--- src/rtl/sm_arb_pkg.sv ---
// ---------------------------------------------------------------------------
// sm_arb_pkg
//   Shared types and default constants for the sequential-multiplier
//   arbiter (sm_arbiter) and its round-robin selector (rr_arbiter).
//   Contents:
//     sm_arb_state_t  : controller FSM state encoding
//     SM_ARB_*        : default parameter values for sm_arbiter
//     ID_W            : requester-id width for the default requester count
//     sm_arb_cnt_w()  : watchdog counter width for a given timeout
// ---------------------------------------------------------------------------
package sm_arb_pkg;

  typedef enum logic [1:0] {
    ST_IDLE   = 2'd0,
    ST_LAUNCH = 2'd1,
    ST_WAIT   = 2'd2,
    ST_RESP   = 2'd3
  } sm_arb_state_t;

  localparam int SM_ARB_NUM_REQ = 4;
  localparam int SM_ARB_WIDTH   = 16;
  localparam int SM_ARB_TIMEOUT = 64;

  localparam int ID_W = $clog2(SM_ARB_NUM_REQ);

  // The watchdog only has to count up to timeout-1, so $clog2(timeout)
  // bits are enough; keep at least one bit for degenerate timeouts.
  function automatic int sm_arb_cnt_w(input int timeout);
    return (timeout < 2) ? 1 : $clog2(timeout);
  endfunction

endpackage : sm_arb_pkg

--- src/rtl/sm_arbiter_rr_arbiter.sv ---
// ---------------------------------------------------------------------------
// rr_arbiter
//   Purely combinational round-robin selector. Picks the first asserted
//   request at or after the pointer position, wrapping around to index 0.
//   Reusable for any shared resource; holds no state of its own, the owner
//   keeps and advances the pointer.
//   Ports:
//     req       [N-1:0]   : request vector
//     ptr       [IDW-1:0] : highest-priority index this cycle (must be < N)
//     grant     [N-1:0]   : one-hot grant, all zero when nothing requests
//     grant_idx [IDW-1:0] : encoded grant index (0 when nothing requests)
//     any_valid           : at least one request asserted
// ---------------------------------------------------------------------------
module rr_arbiter #(
  parameter int N   = 4,
  parameter int IDW = $clog2(N)
) (
  input  logic [N-1:0]   req,
  input  logic [IDW-1:0] ptr,
  output logic [N-1:0]   grant,
  output logic [IDW-1:0] grant_idx,
  output logic           any_valid
);

  logic [N-1:0]   hi_mask_s;
  logic [N-1:0]   masked_s;
  logic [N-1:0]   sel_s;
  logic [IDW-1:0] idx_s;

  // Split the requests into the "at or after ptr" half; if that half is
  // empty the search wraps, which is the same as searching the full vector
  // from bit 0. A lowest-index priority encode then finishes the job.
  always_comb begin
    hi_mask_s = '0;
    for (int i = 0; i < N; i++) begin
      hi_mask_s[i] = (IDW'(i) >= ptr);
    end
    masked_s = req & hi_mask_s;
    sel_s    = (|masked_s) ? masked_s : req;
    idx_s    = '0;
    // Walk downwards so the lowest set bit is the last one written.
    for (int i = N - 1; i >= 0; i--) begin
      idx_s = sel_s[i] ? IDW'(i) : idx_s;
    end
  end

  // Drive the encoded and one-hot forms of the selected request.
  always_comb begin
    any_valid = |req;
    grant_idx = idx_s;
    grant     = any_valid ? ({{(N-1){1'b0}}, 1'b1} << idx_s) : {N{1'b0}};
  end

endmodule : rr_arbiter

--- src/rtl/sm_arbiter.sv ---
// ---------------------------------------------------------------------------
// sm_arbiter
//   Shares one sequential multiplier (SM) among NUM_REQ requesters. A
//   request is accepted in IDLE with a round-robin choice, the operands are
//   launched into the SM with a one-cycle start pulse, the controller waits
//   for sm_ready (or watchdog expiry), and the tagged product is offered on
//   a single response port until it is taken.
//   Parameters:
//     NUM_REQ (2..8), WIDTH (operand width), TIMEOUT (cycles waited in WAIT)
//   Ports:
//     clk, reset                  : clock, asynchronous active-high reset
//     req_valid/req_ready         : per-requester handshake (ready is
//                                   one-hot or zero, only ever in IDLE)
//     req_a/req_b                 : packed operands, requester i at
//                                   [i*WIDTH +: WIDTH]
//     resp_valid/resp_ready       : response handshake
//     resp_id/resp_product/resp_err : response payload (product 0 on error)
//     sm_start                    : one-cycle launch pulse to the SM
//     sm_multiplicand/sm_multiplier : SM operands, stable launch..completion
//     sm_product/sm_ready         : SM result and completion flag
// ---------------------------------------------------------------------------
module sm_arbiter
  import sm_arb_pkg::*;
#(
  parameter int NUM_REQ = SM_ARB_NUM_REQ,
  parameter int WIDTH   = SM_ARB_WIDTH,
  parameter int TIMEOUT = SM_ARB_TIMEOUT
) (
  input  logic                       clk,
  input  logic                       reset,
  input  logic [NUM_REQ-1:0]         req_valid,
  output logic [NUM_REQ-1:0]         req_ready,
  input  logic [NUM_REQ*WIDTH-1:0]   req_a,
  input  logic [NUM_REQ*WIDTH-1:0]   req_b,
  output logic                       resp_valid,
  input  logic                       resp_ready,
  output logic [$clog2(NUM_REQ)-1:0] resp_id,
  output logic [2*WIDTH-1:0]         resp_product,
  output logic                       resp_err,
  output logic                       sm_start,
  output logic [WIDTH-1:0]           sm_multiplicand,
  output logic [WIDTH-1:0]           sm_multiplier,
  input  logic [2*WIDTH-1:0]         sm_product,
  input  logic                       sm_ready
);

  localparam int ID_BITS = $clog2(NUM_REQ);
  localparam int CNT_W   = sm_arb_cnt_w(TIMEOUT);

  sm_arb_state_t        state_q, state_d;
  logic [ID_BITS-1:0]   rr_ptr_q, rr_ptr_d;
  logic [CNT_W-1:0]     wdog_q, wdog_d;
  logic [WIDTH-1:0]     mcand_q, mcand_d;
  logic [WIDTH-1:0]     mplier_q, mplier_d;
  logic [ID_BITS-1:0]   id_q, id_d;
  logic [2*WIDTH-1:0]   product_q, product_d;
  logic                 err_q, err_d;
  logic                 start_q, start_d;
  logic                 resp_valid_q, resp_valid_d;

  logic [NUM_REQ-1:0]   grant_oh_s;
  logic [ID_BITS-1:0]   grant_idx_s;
  logic                 any_valid_s;
  logic [WIDTH-1:0]     a_sel_s;
  logic [WIDTH-1:0]     b_sel_s;

  rr_arbiter #(
    .N   (NUM_REQ),
    .IDW (ID_BITS)
  ) u_rr (
    .req       (req_valid),
    .ptr       (rr_ptr_q),
    .grant     (grant_oh_s),
    .grant_idx (grant_idx_s),
    .any_valid (any_valid_s)
  );

  // Operand mux for the granted requester; the grant is one-hot so an
  // AND-OR structure is sufficient.
  always_comb begin
    a_sel_s = '0;
    b_sel_s = '0;
    for (int i = 0; i < NUM_REQ; i++) begin
      a_sel_s = a_sel_s | (req_a[i*WIDTH +: WIDTH] & {WIDTH{grant_oh_s[i]}});
      b_sel_s = b_sel_s | (req_b[i*WIDTH +: WIDTH] & {WIDTH{grant_oh_s[i]}});
    end
  end

  // Accept is only offered from IDLE. The reset term keeps req_ready low
  // while reset is held, since the state register already reads IDLE then.
  always_comb begin
    if ((state_q == ST_IDLE) && !reset) begin
      req_ready = grant_oh_s;
    end else begin
      req_ready = '0;
    end
  end

  // Next-state and register updates for the accept/launch/wait/respond loop.
  always_comb begin
    state_d      = state_q;
    rr_ptr_d     = rr_ptr_q;
    wdog_d       = wdog_q;
    mcand_d      = mcand_q;
    mplier_d     = mplier_q;
    id_d         = id_q;
    product_d    = product_q;
    err_d        = err_q;
    start_d      = 1'b0;
    resp_valid_d = resp_valid_q;
    case (state_q)
      ST_IDLE: begin
        if (any_valid_s) begin
          mcand_d  = a_sel_s;
          mplier_d = b_sel_s;
          id_d     = grant_idx_s;
          rr_ptr_d = (grant_idx_s == ID_BITS'(NUM_REQ - 1)) ? '0
                                                            : grant_idx_s + ID_BITS'(1);
          // Registered start so the pulse coincides exactly with LAUNCH.
          start_d  = 1'b1;
          state_d  = ST_LAUNCH;
        end else begin
          state_d  = ST_IDLE;
        end
      end
      ST_LAUNCH: begin
        wdog_d  = '0;
        state_d = ST_WAIT;
      end
      ST_WAIT: begin
        wdog_d = wdog_q + CNT_W'(1);
        // Completion is tested first so it wins over a same-cycle expiry.
        if (sm_ready) begin
          product_d    = sm_product;
          err_d        = 1'b0;
          resp_valid_d = 1'b1;
          state_d      = ST_RESP;
        end else if (wdog_q == CNT_W'(TIMEOUT - 1)) begin
          product_d    = '0;
          err_d        = 1'b1;
          resp_valid_d = 1'b1;
          state_d      = ST_RESP;
        end else begin
          state_d      = ST_WAIT;
        end
      end
      ST_RESP: begin
        if (resp_ready) begin
          resp_valid_d = 1'b0;
          state_d      = ST_IDLE;
        end else begin
          state_d      = ST_RESP;
        end
      end
      default: begin
        start_d      = 1'b0;
        resp_valid_d = 1'b0;
        state_d      = ST_IDLE;
      end
    endcase
  end

  // State, pointer, watchdog and payload registers; reset abandons any
  // in-flight operation without producing a response.
  always_ff @(posedge clk or posedge reset) begin
    if (reset) begin
      state_q      <= ST_IDLE;
      rr_ptr_q     <= '0;
      wdog_q       <= '0;
      mcand_q      <= '0;
      mplier_q     <= '0;
      id_q         <= '0;
      product_q    <= '0;
      err_q        <= 1'b0;
      start_q      <= 1'b0;
      resp_valid_q <= 1'b0;
    end else begin
      state_q      <= state_d;
      rr_ptr_q     <= rr_ptr_d;
      wdog_q       <= wdog_d;
      mcand_q      <= mcand_d;
      mplier_q     <= mplier_d;
      id_q         <= id_d;
      product_q    <= product_d;
      err_q        <= err_d;
      start_q      <= start_d;
      resp_valid_q <= resp_valid_d;
    end
  end

  assign sm_start        = start_q;
  assign sm_multiplicand = mcand_q;
  assign sm_multiplier   = mplier_q;
  assign resp_valid      = resp_valid_q;
  assign resp_id         = id_q;
  assign resp_product    = product_q;
  assign resp_err        = err_q;

endmodule : sm_arbiter

--- config.mk ---
export PLATFORM = sky130hd
export DESIGN_NAME = sm_arbiter
export DESIGN_NICKNAME = d
export VERILOG_FILES = /design/src/rtl/sm_arb_pkg.sv /design/src/rtl/sm_arbiter_rr_arbiter.sv /design/src/rtl/sm_arbiter.sv
export SDC_FILE = /design/constraint.sdc
export NUM_CORES = 1
export LEC_CHECK = 0
export ABC_AREA = 1
export CORE_MARGIN = 2
export CORE_UTILIZATION = 43
export CTS_BUF_LIST = sky130_fd_sc_hd__clkbuf_8
export DETAILED_ROUTE_END_ITERATION = 12
export PLACE_DENSITY = 0.89
export SLEW_MARGIN = 10
export SYNTH_ARGS = -nofsm -noshare
export SYNTH_HDL_FRONTEND = slang
export SYNTH_SLANG_ARGS = --single-unit
export TNS_END_PERCENT = 1
--- constraint.sdc ---
create_clock -name clk -period 14.75 [get_ports clk]
set_input_delay 4.425 -clock clk [delete_from_list [all_inputs] [get_ports clk]]
set_output_delay 4.425 -clock clk [all_outputs]
set_load 0.01 [all_outputs]
Word-level counts from Yosys, hierarchy flattened
Index checks and enable logic that the tools add are counted.
{"block": "word_totals", "output_inout_bits": 73, "reg_bits": 79, "elab_cells": 73, "in_bits": 168}
{"block": "op_classes", "eq_ne": 7, "bitwise": 15, "add_sub_neg": 2, "n_mux": 23, "n_reduce_logical": 11, "shift": 1, "n_lt_le_gt_ge": 4}
{"cell": "AND 16 bit", "count": 8}
{"cell": "OR 16 bit", "count": 6}
{"cell": "two-way mux 32 bit", "count": 2}
{"cell": "two-way mux 2 bit", "count": 6}
{"cell": "two-way mux 4 bit", "count": 3}
{"cell": "one-hot mux 6 bit (2 select lines)", "count": 1}
{"cell": "two-way mux 1 bit", "count": 9}
{"cell": "one-hot mux 2 bit (4 select lines)", "count": 1}
{"cell": "OR reduction 4 bit", "count": 2}
{"cell": "adder 6 x 1 -> 6 bit, second input constant", "count": 1}
{"cell": "== test 2 bit, second input constant", "count": 3}
{"cell": "== test 6 bit, second input constant", "count": 1}
{"cell": "nonzero test 2 bit", "count": 3}
{"cell": "AND 4 bit", "count": 1}
{"cell": ">= comparator 1 x 2 -> 1 bit, first input constant", "count": 2}
{"cell": ">= comparator 2 bit, first input constant", "count": 2}
{"cell": "AND reduction 2 bit", "count": 2}
{"cell": "<< shifter 1 x 2 -> 4 bit, first input constant", "count": 1}
{"cell": "!= test 3 bit, second input constant", "count": 1}
{"cell": "AND reduction 3 bit", "count": 1}
{"cell": "adder 2 x 1 -> 2 bit, second input constant", "count": 1}
{"cell": "== test 2 x 1 -> 1 bit, second input constant", "count": 1}
{"cell": "zero test 2 bit", "count": 1}
{"cell": "!= test 2 bit, second input constant", "count": 1}
{"cell": "3 further kinds", "count": 3}

Longest topological paths before layout
{"block": "depth", "word_depth": 14, "mapped_depth": 14, "ltp_nobuf": 12}

By module
From an unflattened synthesis, not the netlist that was laid out.
{"block": "hier_totals", "cells_unflattened": 516, "hier_area_um2": 4141.5}
{"module": "sm_arbiter", "cells_per_inst": 488, "n_inst": 1, "seq_area_each_um2": 1976.9, "area_each_um2": 4013.8}
{"module": "rr_arbiter", "cells_per_inst": 28, "n_inst": 1, "seq_area_each_um2": 0.0, "area_each_um2": 127.6}

Least setup slack after synthesis
OpenSTA, ideal clock, no wires.
{"block": "synth_path", "path_kind": "input to output", "start": "input reset", "end": "output req_ready[0]", "path_slack_ns": 3.653, "path_stages": 3, "arrival_time_ns": 6.672, "required_time_ns": 10.325, "n_path_buf": 0, "cell_sequence": "inv_1 > nand2_1 > nor2_1"}
{"block": "synth_via", "elab_chain_cells": 3}
{"item": "from (decl)", "line": "sm_arbiter.sv:30", "rtl": "input logic reset,"}
{"item": "zero test 1 bit (no line)"}
{"item": "logical AND 1 bit", "line": "sm_arbiter.sv:92", "rtl": "if ((state_q == ST_IDLE) && !reset) begin"}
{"item": "two-way mux 4 bit", "line": "sm_arbiter.sv:92"}
{"item": "to (decl)", "line": "sm_arbiter.sv:32", "rtl": "output logic [NUM_REQ-1:0] req_ready,"}
No other way between the ends.

Worst setup path in the final report
{"block": "layout_path", "start": "input req_valid[1]", "end": "output req_ready[3]"}
{"block": "layout_via", "elab_chain_cells": 10, "word_cells_on_any_way": 11, "classes_between": "shift: 1; mux: 7; bitwise: 1; reduce/logical: 2"}
{"item": "from (decl)", "line": "sm_arbiter.sv:31", "rtl": "input logic [NUM_REQ-1:0] req_valid,"}
{"item": "AND 4 bit", "line": "sm_arbiter_rr_arbiter.sv:38", "rtl": "masked_s = req & hi_mask_s;"}
{"item": "OR reduction 4 bit", "line": "sm_arbiter_rr_arbiter.sv:39", "rtl": "sel_s = (|masked_s) ? masked_s : req;"}
{"item": "two-way mux 4 bit (*)", "line": "sm_arbiter_rr_arbiter.sv:39"}
{"item": "two-way mux 2 bit (3 in series)", "line": "sm_arbiter_rr_arbiter.sv:43", "rtl": "idx_s = sel_s[i] ? IDW'(i) : idx_s;"}
{"item": "two-way mux 2 bit (*)", "line": "sm_arbiter_rr_arbiter.sv:43"}
{"item": "via grant_idx_s[0]", "line": "sm_arbiter.sv:62", "rtl": "logic [ID_BITS-1:0] grant_idx_s;"}
{"item": "<< shifter 1 x 2 -> 4 bit (*)", "line": "sm_arbiter_rr_arbiter.sv:51", "rtl": "grant = any_valid ? ({{(N-1){1'b0}}, 1'b1} << idx_s) : {N{1'b0}};"}
{"item": "two-way mux 4 bit (*)", "line": "sm_arbiter_rr_arbiter.sv:51"}
{"item": "two-way mux 4 bit (*)", "line": "sm_arbiter.sv:92"}
Mark *: on every way through the listed nets, which the timed path passes. The rest lies on a longest branch.

==> flow_summary.json <==
{
  "outcome": "complete, no violations",
  "worstRegToRegCells": 10,
  "yosysWarnings": 0,
  "grt_pass1_wl_um": 23700,
  "post-route-period-util": 0.785,
  "grt_pass1_vias": 4783,
  "synthDistinctLibCells": 24,
  "grt_max_degree": 125,
  "diodes": 0,
  "critPathArrivalTime_ns": 7.16,
  "chipWidth_um": 105,
  "grtUsageTotal": 0.274,
  "num_vias": 4948,
  "post-place-ws_ns": 2.88,
  "routed_via_density": 5.30,
  "synth_seq_cells": 79,
  "numCtsBuffers": 9,
  "hold_depth": 2,
  "grt_antenna_before_repair": 0,
  "hold_viol_final": 0,
  "synthCells": 588,
  "std_cell_rows": 36,
  "start_util": 0.443,
  "holdCritPathClass": "reg2reg",
  "leakage_nw": 3.18,
  "io_buffers": 240,
  "r2r-end": "sm_multiplicand[6]$_DFFE_PP0P_",
  "final_common_cell": "clkdlybuf4s50_1",
  "crit_fanout": 33,
  "dieHeight_um": 105,
  "setup_viol": 0,
  "whs_endpoint": "resp_product[23]$_DFFE_PP0P_",
  "hp-start": "resp_product[23]$_DFFE_PP0P_",
  "ant_nets": 0,
  "start_kind": "input pin",
  "cp.required_ns": 10.32,
  "setup.worst_path.class": "in2out",
  "synth.mux.area_fraction": 0,
  "synth_top_family_by_area": "simple AND/OR/NAND/NOR gates",
  "critPathCaptureType": "output pin",
  "wl_per_cell_um": 16.2,
  "synth-edff-count": 0,
  "synth_fp_nets": 765,
  "final_cell_mix": "clkdlybuf4s50_1, nand2_1, nand3_1",
  "path_clk_slew_ns": 0.08,
  "timing.fmax_ghz": 0.0864,
  "synthSimpleGateAreaFrac": 0.432,
  "synth_compound_area_frac": 0.0147,
  "ff2ff_setup_slack_ns": 12.27,
  "drive_above_1_share": 0.0312,
  "fin_ws_ns": 3.17,
  "cts_max_level": 3,
  "power_density_nw_per_um2": 177,
  "tns_ns": 0,
  "dr.pass1.iters": 5,
  "yosys.area_share.xor_xnor": 0.00201,
  "clk_latency_ns": 0.34,
  "synth-main-ff-cell": "dfrtp_1",
  "grt_overflow_total": 0,
  "cts_setup_buffers": 0,
  "cts_tree": "yes",
  "area_growth_pct": 60.0,
  "cts_hold_buf": 0,
  "cts_resized": 0,
  "worst_pin_slew_ns": 1.18,
  "netlist_area_um2": 4350,
  "ir_drop_mv": 0.0948,
  "max-cap-violations": 0,
  "finClkSkew_ns": 0.0119,
  "dp_hpwl_um": 11000,
  "fillerInstances": 833,
  "root_buffer": "clkbuf_8",
  "place.gp.congestion": 0.924,
  "max_slew_margin": 0.213,
  "seq_area_frac_synth": 0.454,
  "drc": 0,
  "report.final.slew_viol_count": 0,
  "drt_iter0_markers": 330,
  "async_flop_share": 1.00,
  "synth_area_per_cell_um2": 7.41,
  "crit-reg2reg-launch": "rr_ptr_q[1]$_DFFE_PP0P_",
  "fin_nets": 974,
  "clkSinkCount": 79,
  "cts_max_path_buffers": 2,
  "num_io_pins": 241,
  "core_um2": 9820,
  "rsz0062_at_grt": "false",
  "fin_crit_ns": 11.58,
  "die_area_um2": 10900,
  "wirelength_um": 15100,
  "synth_adder_area_share": 0.0259
}
[cells by family (layout without fill, tap and decap cells)]
kind of cell	after synthesis	in the layout
compound gates	11	11
fa+ha+maj	9	9
simple gates	424	424
buf+inv	64	277
flops	79	79
xor+xnor	1	1
[how the worst max path moves through the flow]
stage	endpoint	slack, ns	start	depth (start not counted)
after floorplan	req_ready[0]	3.65	reset	3
after global placement	req_ready[3]	3.00	req_valid[2]	9
after detailed placement	req_ready[3]	2.88	req_valid[2]	9
after CTS	req_ready[3]	2.89	req_valid[1]	9
after global routing	req_ready[3]	2.99	req_valid[1]	9
final	req_ready[3]	3.17	req_valid[1]	9
[routing by layer]
layer,up-vias,share of wire,track usage
met5,-,0,0
met1,2314,0.40,0.320
li1,2370,-,-
met2,227,0.51,0.488
met3,37,0.062,0.0580
met4,0,0.030,0.110
[state kept, by name, summed over array words and instances (netlist names)]
name             cells
sm_start             1
sm_multiplicand     16
rr_ptr_q             2
wdog_q               6
resp_err             1
resp_valid           1
state_q              2
resp_id              2
resp_product        32
sm_multiplier       16
[cell usage after synthesis, drive strengths merged (3+ instances only)]
master / number / area (um2)
ha: 9 / 113
a31oi: 3 / 18.8
nor2: 46 / 175
nand2: 184 / 701
dfrtp: 79 / 1980
o21ai: 3 / 15.0
clkbuf: 19 / 71.3
nand4: 23 / 144
a21oi: 3 / 15.0
nand3: 168 / 841
inv: 17 / 63.8
buf: 28 / 176
[where the power goes]
group | internal (W) | switching [W]
Combinational | 0.000307 | 0.000360
Sequential | 0.000315 | 0.0000559
Clock | 0.000120 | 0.0000728
[worst max-delay path: stages]
cell and delay, ns:
clkdlybuf4s50_1 0.55, a21oi_1 0.11, a31oi_1 0.29, nand2_1 0.21, inv_1 0.13, ha_2 0.66, nand2_1 0.11, nor2_1 0.13
clkdlybuf4s50_1 0.54
[area by class of cell]
| cell class | instances | area, um2 | area share |
|---|---|---|---|
| clock buffers | 11 | 151 | 0.0217 |
| flip-flops and latches | 79 | 1980 | 0.284 |
| inverters | 17 | 65.1 | 0.00934 |
| well taps | 133 | 166 | 0.0239 |
| multi-input cells | 445 | 2070 | 0.298 |
| repair buffers | 245 | 2440 | 0.350 |
| clock inverters | 4 | 93.8 | 0.0135 |
[per-stage QoR]
step	utilization	area (um2)	total power, W	std cells	hold WS [ns]
6_report	0.709	6970	0.00123	934	0.474
4_1_cts	0.709	6960	0.00123	934	0.477
3_5_place_dp	0.684	6720	0.00104	919	0.457
2_1_floorplan	-	4350	0.000723	588	0.472
3_3_place_gp	0.684	6720	0.00101	919	0.453
5_1_grt	0.709	6970	0.00132	934	0.498
Power figures use the tool's default switching activity.
